### src/rtl/hdl_1_pkg.sv
// ---------------------------------------------------------------------------
// hdl_1_pkg
// Shared constants and types for the hdl_1 Boolean function block.
//   MINTERM_MASK : bit i set when F(idx=i) = 1, idx = {A,B,C,D}
//   CNT_W/CNT_MAX: width and saturation value of the ones counter
//   idx_t        : 4-bit truth-table index type
// ---------------------------------------------------------------------------
package hdl_1_pkg;

  localparam logic [15:0] MINTERM_MASK = 16'hDF03;
  localparam int CNT_W = 8;
  localparam logic [CNT_W-1:0] CNT_MAX = 8'hFF;

  typedef logic [3:0] idx_t;

endpackage

### src/rtl/hdl_1_sop.sv
// ---------------------------------------------------------------------------
// hdl_1_sop
// Minimized sum-of-products form of F(A,B,C,D) = sum m(0,1,8,9,10,11,12,14,15).
// Ports:
//   A,B,C,D : function inputs, A is the MSB
//   F       : combinational result, F = B'C' + AD' + AC
// ---------------------------------------------------------------------------
module hdl_1_sop (
  input  logic A,
  input  logic B,
  input  logic C,
  input  logic D,
  output logic F
);

  // Three prime implicants cover every required minterm with no extra ones.
  assign F = (~B & ~C) | (A & ~D) | (A & C);

endmodule

### src/rtl/hdl_1.sv
// ---------------------------------------------------------------------------
// hdl_1
// Four-input Boolean function block with a registered copy of the result,
// a saturating count of enabled samples where F=1, and a sticky flag raised
// when the SOP logic disagrees with the minterm lookup.
// Ports:
//   clk      : system clock, state updates on rising edge
//   rst_n    : asynchronous active-low reset
//   A,B,C,D  : function inputs, A is the MSB
//   en       : sample enable for all registered state
//   F        : combinational function result (independent of clk/rst_n/en)
//   F_q      : F captured on enabled edges
//   ones_cnt : saturating count of enabled samples with F=1
//   mismatch : sticky SOP-vs-lookup disagreement flag, cleared only by reset
// ---------------------------------------------------------------------------
module hdl_1
  import hdl_1_pkg::*;
(
  input  logic             clk,
  input  logic             rst_n,
  input  logic             A,
  input  logic             B,
  input  logic             C,
  input  logic             D,
  input  logic             en,
  output logic             F,
  output logic             F_q,
  output logic [CNT_W-1:0] ones_cnt,
  output logic             mismatch
);

  idx_t             w_idx;
  logic             w_f;
  logic             w_fLut;
  logic             r_fQ;
  logic [CNT_W-1:0] r_onesCnt;
  logic             r_mismatch;

  hdl_1_sop uSop (
    .A (A),
    .B (B),
    .C (C),
    .D (D),
    .F (w_f)
  );

  // The lookup is an independent reference implementation used only to
  // cross-check the minimized logic during bring-up.
  assign w_idx  = {A, B, C, D};
  assign w_fLut = MINTERM_MASK[w_idx];

  // Registered path: everything holds unless en is high; reset wins over en.
  always_ff @(posedge clk or negedge rst_n) begin
    if (!rst_n) begin
      r_fQ       <= 1'b0;
      r_onesCnt  <= '0;
      r_mismatch <= 1'b0;
    end else if (en) begin
      r_fQ <= w_f;
      if (w_f && (r_onesCnt != CNT_MAX)) begin
        r_onesCnt <= r_onesCnt + CNT_W'(1);
      end
      r_mismatch <= r_mismatch | (w_f ^ w_fLut);
    end
  end

  assign F        = w_f;
  assign F_q      = r_fQ;
  assign ones_cnt = r_onesCnt;
  assign mismatch = r_mismatch;

endmodule

### config.mk
export PLATFORM = sky130hd
export DESIGN_NAME = hdl_1
export DESIGN_NICKNAME = d
export VERILOG_FILES = /design/src/rtl/hdl_1_pkg.sv /design/src/rtl/hdl_1_sop.sv /design/src/rtl/hdl_1.sv
export SDC_FILE = /design/constraint.sdc
export NUM_CORES = 1
export LEC_CHECK = 0
export CORE_AREA = 8 8 45 47
export DETAILED_ROUTE_END_ITERATION = 10
export DIE_AREA = 0 0 53 55
export HOLD_SLACK_MARGIN = 0.15
export PLACE_DENSITY = 0.76
export SYNTH_ARGS = -nofsm -noshare
export SYNTH_HDL_FRONTEND = slang
export SYNTH_SLANG_ARGS = --single-unit
export TNS_END_PERCENT = 100
### constraint.sdc
create_clock -name clk -period 3.7 [get_ports clk]
set_input_delay 0.555 -clock clk [delete_from_list [all_inputs] [get_ports clk]]
set_output_delay 0.555 -clock clk [all_outputs]
set_load 0.02 [all_outputs]
==> results.toml <==
[run_status]
outcome = "finished clean"

[cts]
postCtsHoldBufs = 0
cts_root_buffer = "clkbuf_4"
cts_buffer_depth = 2
postCtsSetupRepairBufs = 0
clock_sinks = 10
cts_buffers = 3
cts_tree = "built"
path_clk_slew_ns = 0.06
post_cts_resized = 0
clk_latency_ns = 0.25
h-tree-depth = 1

[logic_synthesis]
synth-edff-count = 0
syn_nets = 55
synth-seq-area-share_pct = 49.02
ys_types = 22
ys_async_sr_fraction_pct = 100.0
ys_seq_elements = 10
synth-warning-count = 0
synth-main-ff-cell = "dfrtp_1"
synth.avg_cell_area_um2 = 10.86
syn_inst = 47
netlist_area_um2 = 510.5

[timing]
max_freq_mhz = 396.4
maxSlewHeadroom_pct = 69.68
finalHoldViolCount = 0
report.final.slew_viol_count = 0
finalSetupTns_ns = 0
fin_skew_ns = 0.0001353
post-route-period-util_pct = 68.18
worst_pin_slew_ns = 0.4533
min_period_ns = 2.523
setup_violations = 0
rsz0062_at_grt = "false"

[placement]
io_buffers = 17
gp_congestion = 0.8521
dp_hpwl_um = 875.9
place_inst = 79

[hold_path]
min-delay-start = "mismatch"
whs_path_depth = 0
hold_end = "mismatch"
hold_class = "reg2reg"

[worst_setup_path]
cp-end-kind = "output pin"
worstPathMaxFanout = 3
worst_ep_required_time_ns = 3.14
regToRegSetupSlack_ns = 2.21
cp-start-kind = "input pin"
reg2reg_from = "ones_cnt[0]"
reg2reg_depth = 4
worstSetupPathType = "in2out"
reg2reg_to = "ones_cnt[6]"
cp_data_arrival_time_ns = 1.97

[drt]
first_pass_iters = 4
wl_um = 1106
ant_nets = 0
routedWlPerCell_um = 13.49
viasPerCell = 5.195
vias = 426
drt_iter0_drc = 12
drc = 0

[global_routing]
grt_max_degree = 11
busiest_layer = "met2"
grt_usage_pct = 7.773
grt_pass1_wl_um = 1690
use_met3_pct = 2.674
grtUsageMet1_pct = 8.255
antenna_found_initial = 0
grt_pass1_vias = 393
use_met2_pct = 12.89
gr-total-overflow = 0

[power]
pwr-share-clk_pct = 16.0
p_sw_uw = 167.3
p_leak_nw = 0.2887
switching_share_pct = 37.79
p_seq_share_pct = 40.9
p_comb_share_pct = 43.1
total_power_uw = 442.6
peakVddDrop_mv = 0.3494
p_int_uw = 275.3
powerDensity_nw_per_um2 = 615.2

[floorplanning]
die_area_um2 = 2915
die_w_um = 53
rows = 14
initial_core_util_pct = 36.89
fp.dieH_um = 55
core-area_um2 = 1384
io-pin-count = 18

[layout]
area_growth_pct = 40.93
layout_commonest_cell = "clkdlybuf4s50_1"
fin_cells = 82
layout.nets = 76
diodes = 0
final_cell_mix = "17 x clkdlybuf4s50_1, 10 x dfrtp_1, 4 x nand2_1, 4 x mux2_2, 4 x nor2_1"
drive_gt1_share_pct = 18.18

[run]
cap_violations = 0
## worst max-delay path by stage
stage | slack [ns] | endpoint | startpoint
finish | 1.18 | F | C
global route | 1.13 | F | C
CTS | 1.17 | F | C
detailed placement | 1.17 | F | C
global placement | 1.20 | F | C
floorplan | 2.10 | F | C
## per-stage QoR
step	utilization, %	instance area [um^2]	setup slack (ns)	hold WS, ns
after floorplan	-	510.5	2.104	0.2594
after global placement	50.36	696.9	1.202	0.3642
after detailed placement	50.36	696.9	1.170	0.3710
after CTS	51.99	719.4	1.167	0.3852
after global routing	51.99	719.4	1.135	0.4056
final	51.99	719.4	1.177	0.3797
## power by group through the flow
stage / clock network (mW) / logic, mW / registers, mW
finish: 0.0710 / 0.191 / 0.181
global route: 0.0802 / 0.206 / 0.188
CTS: 0.0753 / 0.194 / 0.181
detailed placement: 0 / 0.193 / 0.183
global placement: 0 / 0.189 / 0.181
floorplan: 0 / 0.0650 / 0.216
## cells by family (layout without fill, tap and decap cells)
logic type               Yosys count  in the layout  synth area share, %
flip-flops                        10             10                49.02
AO/OA/AOI/OAI                     10             10                13.48
buffers and inverters              2             21                1.469
XOR/XNOR                           2              2                3.432
adder cells (fa/ha/maj)            1              1                2.451
multiplexers                       4              4                8.823
AND/OR/NAND/NOR                   18             18                21.32
## per-layer routing
layer / wire [um] / vias to the layer above
li1: - / 215
met1: 454 / 204
met2: 586 / 7
met3: 65 / 0
met4: 0 / 0
met5: 0 / -
## state kept, by name, indices dropped and copies added, names as in the netlist
name      cells
ones_cnt      8
F_q           1
mismatch      1
## Yosys cell counts, types with 2 or more instances
cell type	number	share of area (%)
dfrtp_1	10	49
mux2_2	4	8.8
nand2_1	4	2.9
nor2_1	4	2.9
nor3_1	3	2.9
o21ai_0	3	2.9
a21oi_1	2	2.0
nand3_1	2	2.0
xor2_1	2	3.4
## area by class of cell
cell class	count	area, um^2
clock buffers	3	22.52
fillers	133	664.4
inverters	1	3.754
multi-input cells	35	252.7
flip-flops and latches	10	250.2
well taps	16	20.02
repair buffers	17	170.2
## worst max-delay path: stages
cell             delay (ns)
clkdlybuf4s50_1        0.51
nand2b_4               0.15
nand2_1                0.05
o21ai_0                0.07
clkdlybuf4s50_1        0.63
Power figures use the tool's default switching activity.
